[config.mk]
export PLATFORM = sky130hd
export DESIGN_NAME = heater_sequencer
export DESIGN_NICKNAME = d
export VERILOG_FILES = /design/src/rtl/heater_pkg.sv /design/src/rtl/heater_err_monitor.sv /design/src/rtl/heater_sequencer.sv
export SDC_FILE = /design/constraint.sdc
export NUM_CORES = 1
export LEC_CHECK = 0
export ABC_CLOCK_PERIOD_IN_PS = 8000
export CAP_MARGIN = 20
export CELL_PAD_IN_SITES_DETAIL_PLACEMENT = 2
export CELL_PAD_IN_SITES_GLOBAL_PLACEMENT = 2
export CORE_UTILIZATION = 33
export DETAILED_ROUTE_END_ITERATION = 8
export PLACE_DENSITY_LB_ADDON = 0.3
export SYNTH_ARGS = -nofsm -noshare
export SYNTH_HDL_FRONTEND = slang
export SYNTH_SLANG_ARGS = --single-unit
[constraint.sdc]
create_clock -name clk -period 8 [get_ports clk]
set_input_delay 1.6 -clock clk [delete_from_list [all_inputs] [get_ports clk]]
set_output_delay 1.6 -clock clk [all_outputs]
set_load 0.01 [all_outputs]
[src/rtl/heater_pkg.sv]
// Shared types and helpers for the heater soft-start sequencer.
package heater_pkg;

  localparam int unsigned ERR_CNT_W = 8;
  localparam int unsigned CNT_MAX_W = 7;

  typedef enum logic [2:0] {
    IDLE,
    RAMP_UP,
    HOLD,
    RAMP_DOWN,
    FAULT
  } state_e;

  // One bit of a thermometer code: bit idx is set when fewer than count bits lie below it.
  function automatic logic therm_bit(input logic [CNT_MAX_W-1:0] count,
                                     input logic [CNT_MAX_W-1:0] idx);
    return idx < count;
  endfunction

endpackage

[src/rtl/heater_err_monitor.sv]
// Per-heater error edge detection, sticky flags, clear pulses and saturating event count.
module heater_err_monitor
  import heater_pkg::*;
#(
  parameter int unsigned N = 32
) (
  input  logic                 clk,
  input  logic                 rst_n,
  input  logic [N-1:0]         heater_error,
  input  logic [N-1:0]         heater_enable,
  input  logic                 suppress_clear,
  input  logic                 clear_all,
  output logic [N-1:0]         heater_err_clear,
  output logic [N-1:0]         error_sticky,
  output logic [ERR_CNT_W-1:0] err_count
);

  localparam int unsigned PW = $clog2(N + 1);
  localparam int unsigned SW = ERR_CNT_W + 1;

  logic [N-1:0]         err_prev_q, err_prev_d;
  logic [N-1:0]         clear_q, clear_d;
  logic [N-1:0]         sticky_q, sticky_d;
  logic [ERR_CNT_W-1:0] count_q, count_d;
  logic [N-1:0]         err_event_c;
  logic [PW-1:0]        pop_c;
  logic [SW-1:0]        sum_c;

  // Rising error edges on enabled heaters, their popcount and the next accumulator state.
  always_comb begin
    err_event_c = heater_error & ~err_prev_q & heater_enable;
    pop_c       = '0;
    for (int i = 0; i < N; i++) begin
      pop_c = pop_c + PW'(err_event_c[i]);
    end
    sum_c      = SW'(count_q) + SW'(pop_c);
    err_prev_d = heater_error;
    clear_d    = suppress_clear ? '0 : err_event_c;
    sticky_d   = sticky_q | err_event_c;
    count_d    = sum_c[SW-1] ? '1 : ERR_CNT_W'(sum_c);
    if (clear_all) begin
      clear_d  = '1;
      sticky_d = '0;
      count_d  = '0;
    end
  end

  // Monitor state registers.
  always_ff @(posedge clk or negedge rst_n) begin
    if (!rst_n) begin
      err_prev_q <= '0;
      clear_q    <= '0;
      sticky_q   <= '0;
      count_q    <= '0;
    end else begin
      err_prev_q <= err_prev_d;
      clear_q    <= clear_d;
      sticky_q   <= sticky_d;
      count_q    <= count_d;
    end
  end

  assign heater_err_clear = clear_q;
  assign error_sticky     = sticky_q;
  assign err_count        = count_q;

endmodule

[src/rtl/heater_sequencer.sv]
// Soft-start sequencer: steps heater enables up/down at a fixed interval, faults on excess errors.
module heater_sequencer
  import heater_pkg::*;
#(
  parameter int unsigned N           = 32,
  parameter int unsigned STEP_CYCLES = 300000,
  parameter int unsigned ERR_LIMIT   = 8
) (
  input  logic                     clk,
  input  logic                     rst_n,
  input  logic                     start,
  input  logic                     stop,
  input  logic [$clog2(N+1)-1:0]   target_count,
  input  logic                     fault_clear,
  input  logic [N-1:0]             heater_error,
  output logic [N-1:0]             heater_enable,
  output logic [N-1:0]             heater_err_clear,
  output logic [$clog2(N+1)-1:0]   active_count,
  output logic [N-1:0]             error_sticky,
  output logic [ERR_CNT_W-1:0]     err_count,
  output logic                     fault,
  output logic                     busy
);

  localparam int unsigned CW = $clog2(N + 1);
  localparam int unsigned TW = (STEP_CYCLES > 1) ? $clog2(STEP_CYCLES) : 1;
  localparam logic [TW-1:0]        TIMER_RELOAD = TW'(STEP_CYCLES - 1);
  localparam logic [CW-1:0]        N_CNT        = CW'(N);
  localparam logic [ERR_CNT_W-1:0] ERR_LIM      = ERR_CNT_W'(ERR_LIMIT);

  state_e        state_q, state_d;
  logic [TW-1:0] timer_q, timer_d;
  logic [CW-1:0] active_q, active_d;
  logic [N-1:0]  enable_q, enable_d;
  logic          fault_q, fault_d;
  logic          busy_q, busy_d;
  logic [CW-1:0] target_c;
  logic [CW-1:0] step_cnt_c;
  logic          run_c;
  logic          fault_clr_c;

  assign target_c = (target_count > N_CNT) ? N_CNT : target_count;
  assign run_c    = start && !stop;

  // Next state, step timer and enabled-heater count.
  always_comb begin
    state_d     = state_q;
    timer_d     = timer_q;
    active_d    = active_q;
    step_cnt_c  = active_q;
    fault_clr_c = 1'b0;
    if (state_q != FAULT && err_count >= ERR_LIM) begin
      state_d  = FAULT;
      active_d = '0;
      timer_d  = '0;
    end else begin
      case (state_q)
        IDLE: begin
          active_d = '0;
          if (run_c && target_c != '0) begin
            state_d = RAMP_UP;
            timer_d = TIMER_RELOAD;
          end
        end
        RAMP_UP: begin
          if (!run_c || target_c < active_q) begin
            state_d = (active_q == '0) ? IDLE : RAMP_DOWN;
            timer_d = TIMER_RELOAD;
          end else if (active_q == target_c) begin
            state_d = (active_q == '0) ? IDLE : HOLD;
          end else if (timer_q == '0) begin
            step_cnt_c = active_q + CW'(1);
            active_d   = step_cnt_c;
            timer_d    = TIMER_RELOAD;
            if (step_cnt_c == target_c) state_d = HOLD;
          end else begin
            timer_d = timer_q - TW'(1);
          end
        end
        HOLD: begin
          if (!run_c || target_c < active_q) begin
            state_d = RAMP_DOWN;
            timer_d = TIMER_RELOAD;
          end else if (target_c > active_q) begin
            state_d = RAMP_UP;
            timer_d = TIMER_RELOAD;
          end
        end
        RAMP_DOWN: begin
          if (active_q == '0) begin
            state_d = IDLE;
          end else if (run_c && target_c > active_q) begin
            state_d = RAMP_UP;
            timer_d = TIMER_RELOAD;
          end else if (run_c && target_c == active_q) begin
            state_d = HOLD;
          end else if (timer_q == '0) begin
            step_cnt_c = active_q - CW'(1);
            active_d   = step_cnt_c;
            timer_d    = TIMER_RELOAD;
            if (step_cnt_c == '0) state_d = IDLE;
            else if (run_c && target_c == step_cnt_c) state_d = HOLD;
          end else begin
            timer_d = timer_q - TW'(1);
          end
        end
        FAULT: begin
          active_d = '0;
          if (fault_clear) begin
            state_d     = IDLE;
            fault_clr_c = 1'b1;
          end
        end
        default: begin
          state_d  = IDLE;
          active_d = '0;
        end
      endcase
    end
    for (int i = 0; i < N; i++) begin
      enable_d[i] = therm_bit(CNT_MAX_W'(active_d), CNT_MAX_W'(i));
    end
    fault_d = (state_d == FAULT);
    busy_d  = (state_d == RAMP_UP) || (state_d == RAMP_DOWN);
  end

  // FSM and output registers; reset drops every enable at once.
  always_ff @(posedge clk or negedge rst_n) begin
    if (!rst_n) begin
      state_q  <= IDLE;
      timer_q  <= '0;
      active_q <= '0;
      enable_q <= '0;
      fault_q  <= 1'b0;
      busy_q   <= 1'b0;
    end else begin
      state_q  <= state_d;
      timer_q  <= timer_d;
      active_q <= active_d;
      enable_q <= enable_d;
      fault_q  <= fault_d;
      busy_q   <= busy_d;
    end
  end

  heater_err_monitor #(
    .N(N)
  ) u_err_monitor (
    .clk             (clk),
    .rst_n           (rst_n),
    .heater_error    (heater_error),
    .heater_enable   (enable_q),
    .suppress_clear  (state_q == FAULT),
    .clear_all       (fault_clr_c),
    .heater_err_clear(heater_err_clear),
    .error_sticky    (error_sticky),
    .err_count       (err_count)
  );

  assign heater_enable = enable_q;
  assign active_count  = active_q;
  assign fault         = fault_q;
  assign busy          = busy_q;

endmodule

== Word-level counts from Yosys, hierarchy flattened ==
Index checks and enable logic that the tools add are counted.
Cells by class
  add/sub/neg operators: 35
  $mul: 0
  reductions and logical operators: 17
  equal/unequal tests: 17
  shifts and indexed selects: 0
  magnitude comparators: 36
  div/mod/pow operators: 0
  bitwise operators: 4
  muxes and demuxes: 47
Operators with widths (number)
  2-to-1 mux 19 bit: 10
  adder 6 x 1 -> 6 bit: 30
  less-than comparator 5 x 6 -> 1 bit (first input constant): 16
  2-to-1 mux 32 bit: 3
  case mux 19 bit (4 select lines): 1
  bitwise AND 32 bit: 2
  2-to-1 mux 6 bit: 9
  less-than comparator 4 x 6 -> 1 bit (first input constant): 8
  2-to-1 mux 3 bit: 15
  inverter 32 bit: 1
  bitwise OR 32 bit: 1
  equality test 6 bit: 4
  less-than comparator 3 x 6 -> 1 bit (first input constant): 4
  logical NOT 19 bit: 1
  subtractor 19 x 1 -> 19 bit (second input constant): 1
  case mux 6 bit (3 select lines): 1
  2-to-1 mux 8 bit: 2
  case mux 3 bit (5 select lines): 1
  logical NOT 6 bit: 2
  less-than comparator 1 x 6 -> 1 bit (first input constant): 2
  less-than comparator 2 x 6 -> 1 bit (first input constant): 2
  != test 4 bit (second input constant): 3
  adder 8 x 6 -> 9 bit: 1
  equality test 3 x 2 -> 1 bit (second input constant): 3
  19 further kinds: 33
Storage, ports and cells
  bits in latches: 0
  input port bits: 43
  memories: 0
  flip-flop bits (word level): 166
  memory bits (writable): 0
  word-level logic and storage cells: 166
  memory bits (read-only): 0

== Logic depth before layout (Yosys ltp) ==
  depth after elaboration: 37
  mapped depth: 28

== Modules after synthesis ==
Synthesis repeated with hierarchy kept, for this count alone.
Unflattened totals
  cells, all modules: 763
  area total of the unflattened synthesis: 8117.8 sq um
By module, submodules not included
  heater_err_monitor: cells an instance 360, instances 1, area an instance 4431.8 sq um, sequential area each 2602.5 sq um
  heater_sequencer: cells an instance 403, instances 1, area an instance 3686.0 sq um, sequential area each 1526.5 sq um

== Worst setup path after synthesis ==
No wires, ideal clock.
  kind: in2reg
  start point: input heater_error[1]
  end point: register u_err_monitor.count_q[7] (netlist: u_err_monitor.err_count[7])
  required time: 7868 ps
  slack: 588 ps
  arrival: 7281 ps
  path buffers: 0
  stages on the path: 22
  setup time: 132 ps
  cells stage by stage: nand2_1 > nor2_1 > ha_1 > fa_1 > inv_1 > fa_1 > fa_1 > fa_1 > fa_1 > fa_1 > fa_1 > fa_1 > inv_1 > ha_1 > a21o_1 > a21oi_1 > o21bai_1 > a21oi_1 > nor2b_1 > o21ai_0 > mux2i_1 > nor2_1
On the way
  longest elaborated chain between the ends: 36
RTL lines
  start, declared: RTL line heater_sequencer.sv:15  | input logic [N-1:0] heater_error,
  bitwise AND 32 bit (2 in series): RTL line heater_err_monitor.sv:31  | err_event_c = heater_error & ~err_prev_q & heater_enable;
  adder 1 x 1 -> 2 bit: RTL line heater_err_monitor.sv:34  | pop_c = pop_c + PW'(err_event_c[i]);
  adder 6 x 1 -> 6 bit (30 in series): RTL line heater_err_monitor.sv:34
  adder 8 x 6 -> 9 bit: RTL line heater_err_monitor.sv:36  | sum_c = SW'(count_q) + SW'(pop_c);
  2-to-1 mux 8 bit: RTL line heater_err_monitor.sv:40  | count_d = sum_c[SW-1] ? '1 : ERR_CNT_W'(sum_c);
  2-to-1 mux 8 bit: RTL line heater_err_monitor.sv:41  | if (clear_all) begin
  via u_err_monitor.count_d[7]: RTL line heater_err_monitor.sv:24  | logic [ERR_CNT_W-1:0] count_q, count_d;
  end signal, assigned: RTL line heater_err_monitor.sv:59  | count_q <= count_d;
  end, declared: RTL line heater_err_monitor.sv:24
The timed path passes the listed nets, and every way through them passes these cells.
A chain may end at the register's enable or synchronous reset.

== Worst setup path in the final report ==
  start point: input heater_error[1]
  end point: register u_err_monitor.count_q[1] (netlist: u_err_monitor.err_count[1])
The elaborated chain is that of the path after synthesis.

==> key figures <==
Status
  • Outcome: finished clean

Logic synthesis
  • FF+latch count, synth: 165
  • Post-synthesis cell type count: 65
  • Top FF cell, synth: dfrtp_1
  • Post-Synthesis Cell Area: 8090 µm²
  • Number of synthesized flops with an enable pin: 0
  • Ys Warns: 0
  • Async set-reset flop share out of synthesis: 100%
  • Post-synthesis instance total: 776
  • Avg Inst Size Synth: 10.4 µm²
  • Mapped Nets: ~870
  • Sequential element share of the synthesized area: 51.0%

Clock tree
  • Clk root buf: clkbuf_16
  • CTS tree: done
  • Reg clk slew, reported paths: 0.07 ns
  • Worst-Skew Late Latency: 0.44 ns
  • Number of H-tree levels: 4
  • Total clock sinks: 165
  • CTS Hold Buffers Added: 0
  • Num CTS Buffers: 17
  • Max clock buf depth: 2

Route
  • Routed Antenna Nets: 0
  • Routed via count: 6585
  • TritonRoute pass-1 iters: 5
  • Wire per inst: 21.7 µm
  • DRC: 0
  • Initial drt markers: around 300
  • Total length of routed wires: between 20000 and 30000 µm
  • Post-DR vias/cell: 5.16

Global routing
  • Antenna violations before repair: 0
  • Total Routing Usage GR: between 20 and 25%
  • Pin count of the biggest net entering global routing: 98
  • Vias in the first global route: 7434
  • GR Overflow Total: 0
  • First-pass GRT wire length: 43000 µm

Finish
  • Most frequent cells in the layout: dfrtp_1 (165), clkdlybuf4s50_1 (153), inv_1 (76), nor2_1 (74), a21oi_1 (67)
  • Final nets: between 1000 and 1500
  • Number of diodes: 0
  • Share of cells above drive strength 1: 7.74%
  • Final core occ: 45.0%
  • Area delta synth->final: 31.9%
  • Most common cell after layout, fill and taps aside: dfrtp_1

Power and ir drop
  • Pwr per Cell Area: 226 nW/µm²
  • Peak supply drop: 149 µV
  • Pleak: 4.76 nW

Setup path
  • Worst path max stage delay: 0.54 ns
  • CP endpoint kind: register
  • Crit path required time: 8.30 ns
  • Crit-path leading delay family: adder cells
  • Slowest-stage cell, CP: fa_1
  • WP data arrival: 7.96 ns
  • Crit Path Category: primary input to register
  • CP Cell Sequence: clkdlybuf4s50_1, nand2_1, nor2_2, ha_1, fa_1, inv_1, fa_1, fa_1, fa_1, fa_1, fa_1, fa_2, fa_1, inv_1, fa_1, a21oi_1, nor2_1, nor2_1, o21bai_1, a21oi_1, nand3b_1, a21oi_1
  • Start point of the critical path: heater_error[1]
  • Reg2reg start: heater_enable[1]$_DFF_PN0_
  • Critical Path Most Common Cell: fa_1
  • Startpoint Class: primary input
  • Maximum fanout along the worst path: 6
  • Buf/Inv on CP: 3

STA
  • Final Cycle Share: between 90% and 100%
  • RSZ-0062 raised after global routing: no
  • Setup TNS: 0 ns
  • Final min period: 7.65 ns
  • Fin. Hold Viols: 0
  • Fmax: 0.131 GHz
  • Max Clock Skew: 0.0126 ns
  • Slew @ Worst Pin: 0.975 ns
  • Max_slew headroom: between 30% and 40%
  • Max Transition Viols Final: 0
  • Setup-failing EPs final: 0

Floorplan
  • Die footprint: roughly 25000 µm²
  • Chip Width: ~160 µm
  • DIE HEIGHT: between 150 and 200 µm
  • Row count: 56
  • Core area: 23800 µm²
  • I/O pins: 155
  • Initial core utilization: 34.1%

Worst hold path
  • Worst hold path class: register to register
  • Worst Hold Launch: u_err_monitor.error_sticky[13]$_DFF_PN0_

Job
  • Max-cap violation count: 0

Placed design
  • GPL Wtd Cong: 0.791
  • Port Buffer Count: 154
  • DPL Wire Length: 20500 µm
-- registers in the layout, summed over array words and instances, names as in the netlist --
register / flops
active_count: 6
u_err_monitor.heater_err_clear: 32
u_err_monitor.err_prev_q: 32
u_err_monitor.error_sticky: 32
state_q: 3
busy: 1
timer_q: 19
heater_enable: 31
fault: 1
u_err_monitor.err_count: 8
-- cells in the mapped netlist, types with 7 or more instances --
cell,instances,area share (%)
a2111oi_0,7,0.76
a31oi_1,11,0.85
a311oi_1,8,0.87
nor2b_1,13,1.0
dfrtp_1,165,51
clkbuf_1,21,0.97
nor2_1,76,3.5
nand2_1,60,2.8
ha_1,25,3.9
nand3b_1,22,2.0
nor3_1,10,0.62
nand2b_1,8,0.62
fa_1,25,6.2
o21ai_0,38,2.3
nand3_1,10,0.62
a211oi_1,8,0.74
a21oi_1,68,4.2
xnor2_1,27,2.9
inv_1,76,3.5
-- cell type report --
class	instances	area (µm²)
clock buffer	18	429
clock inverter	14	158
fill	2458	13100
inverter	78	293
multi-input combinational	505	3560
sequential	165	4130
tap	319	399
timing repair buffer	176	1710
-- final timing paths --
path	to	slack (ns)	depth (start not counted)
min in group asynchronous	u_err_monitor.heater_err_clear[9]$_DFF_PN0_	1.24	1
max in group asynchronous	u_err_monitor.err_prev_q[20]$_DFF_PN0_	5.33	2
worst max register to register	u_err_monitor.err_count[1]$_DFF_PN0_	1.59	21
worst min-delay path	u_err_monitor.error_sticky[13]$_DFF_PN0_	0.51	2
worst min register to register	u_err_monitor.error_sticky[13]$_DFF_PN0_	0.51	2
worst max-delay path	u_err_monitor.err_count[1]$_DFF_PN0_	0.35	22
-- power breakdown --
group	internal [mW]	switching, mW
registers	0.940	0.0794
clock network	0.444	0.391
logic	0.254	0.308
-- per-stage QoR --
step / power [mW] / setup WS, ns / hold WS (ns) / cells / cell area (µm²)
floorplan: 1.27 / 0.588 / 0.462 / 776 / 8090
global placement: 1.57 / -0.0661 / 0.475 / 1243 / 10100
detailed placement: 1.60 / -0.285 / 0.502 / 1243 / 10100
CTS: 2.44 / 0.0944 / 0.517 / 1275 / 10700
global route: 2.53 / 0.0199 / 0.535 / 1275 / 10700
finish: 2.42 / 0.349 / 0.510 / 1275 / 10700
-- tightest hold or removal path: stages (launching register included) --
cell and delay, ns:
dfrtp_1 0.35, nor2_1 0.05, nor2_1 0.07
-- logic make-up (layout without fill, tap and decap cells) --
logic type               Yosys count  count (layout)  share of synthesized area [%]
AO/OA/AOI/OAI                    179             179                           14.5
XOR/XNOR                          33              33                           3.57
adder cells (fa/ha/maj)           50              50                           10.0
buffers and inverters            106             286                           5.12
flip-flops                       165             165                           51.0
multiplexers                       3               3                          0.371
AND/OR/NAND/NOR                  240             240                           15.4
-- per-layer routing --
metal	GRT usage [%]	vias up	wire, µm
li1	-	2983	-
met4	9.34	0	731
met2	40.9	162	14300
met5	0	-	0
met1	28.3	3398	11700
met3	3.43	42	930
-- repair_timing --
| item | CTS | global route |
|---|---|---|
| setup buffers | 0 | 0 |
| gates resized for setup | 0 | 6 |
| endpoints found under the setup margin | 0 | 8 |
(Power assumes the default switching activity.)
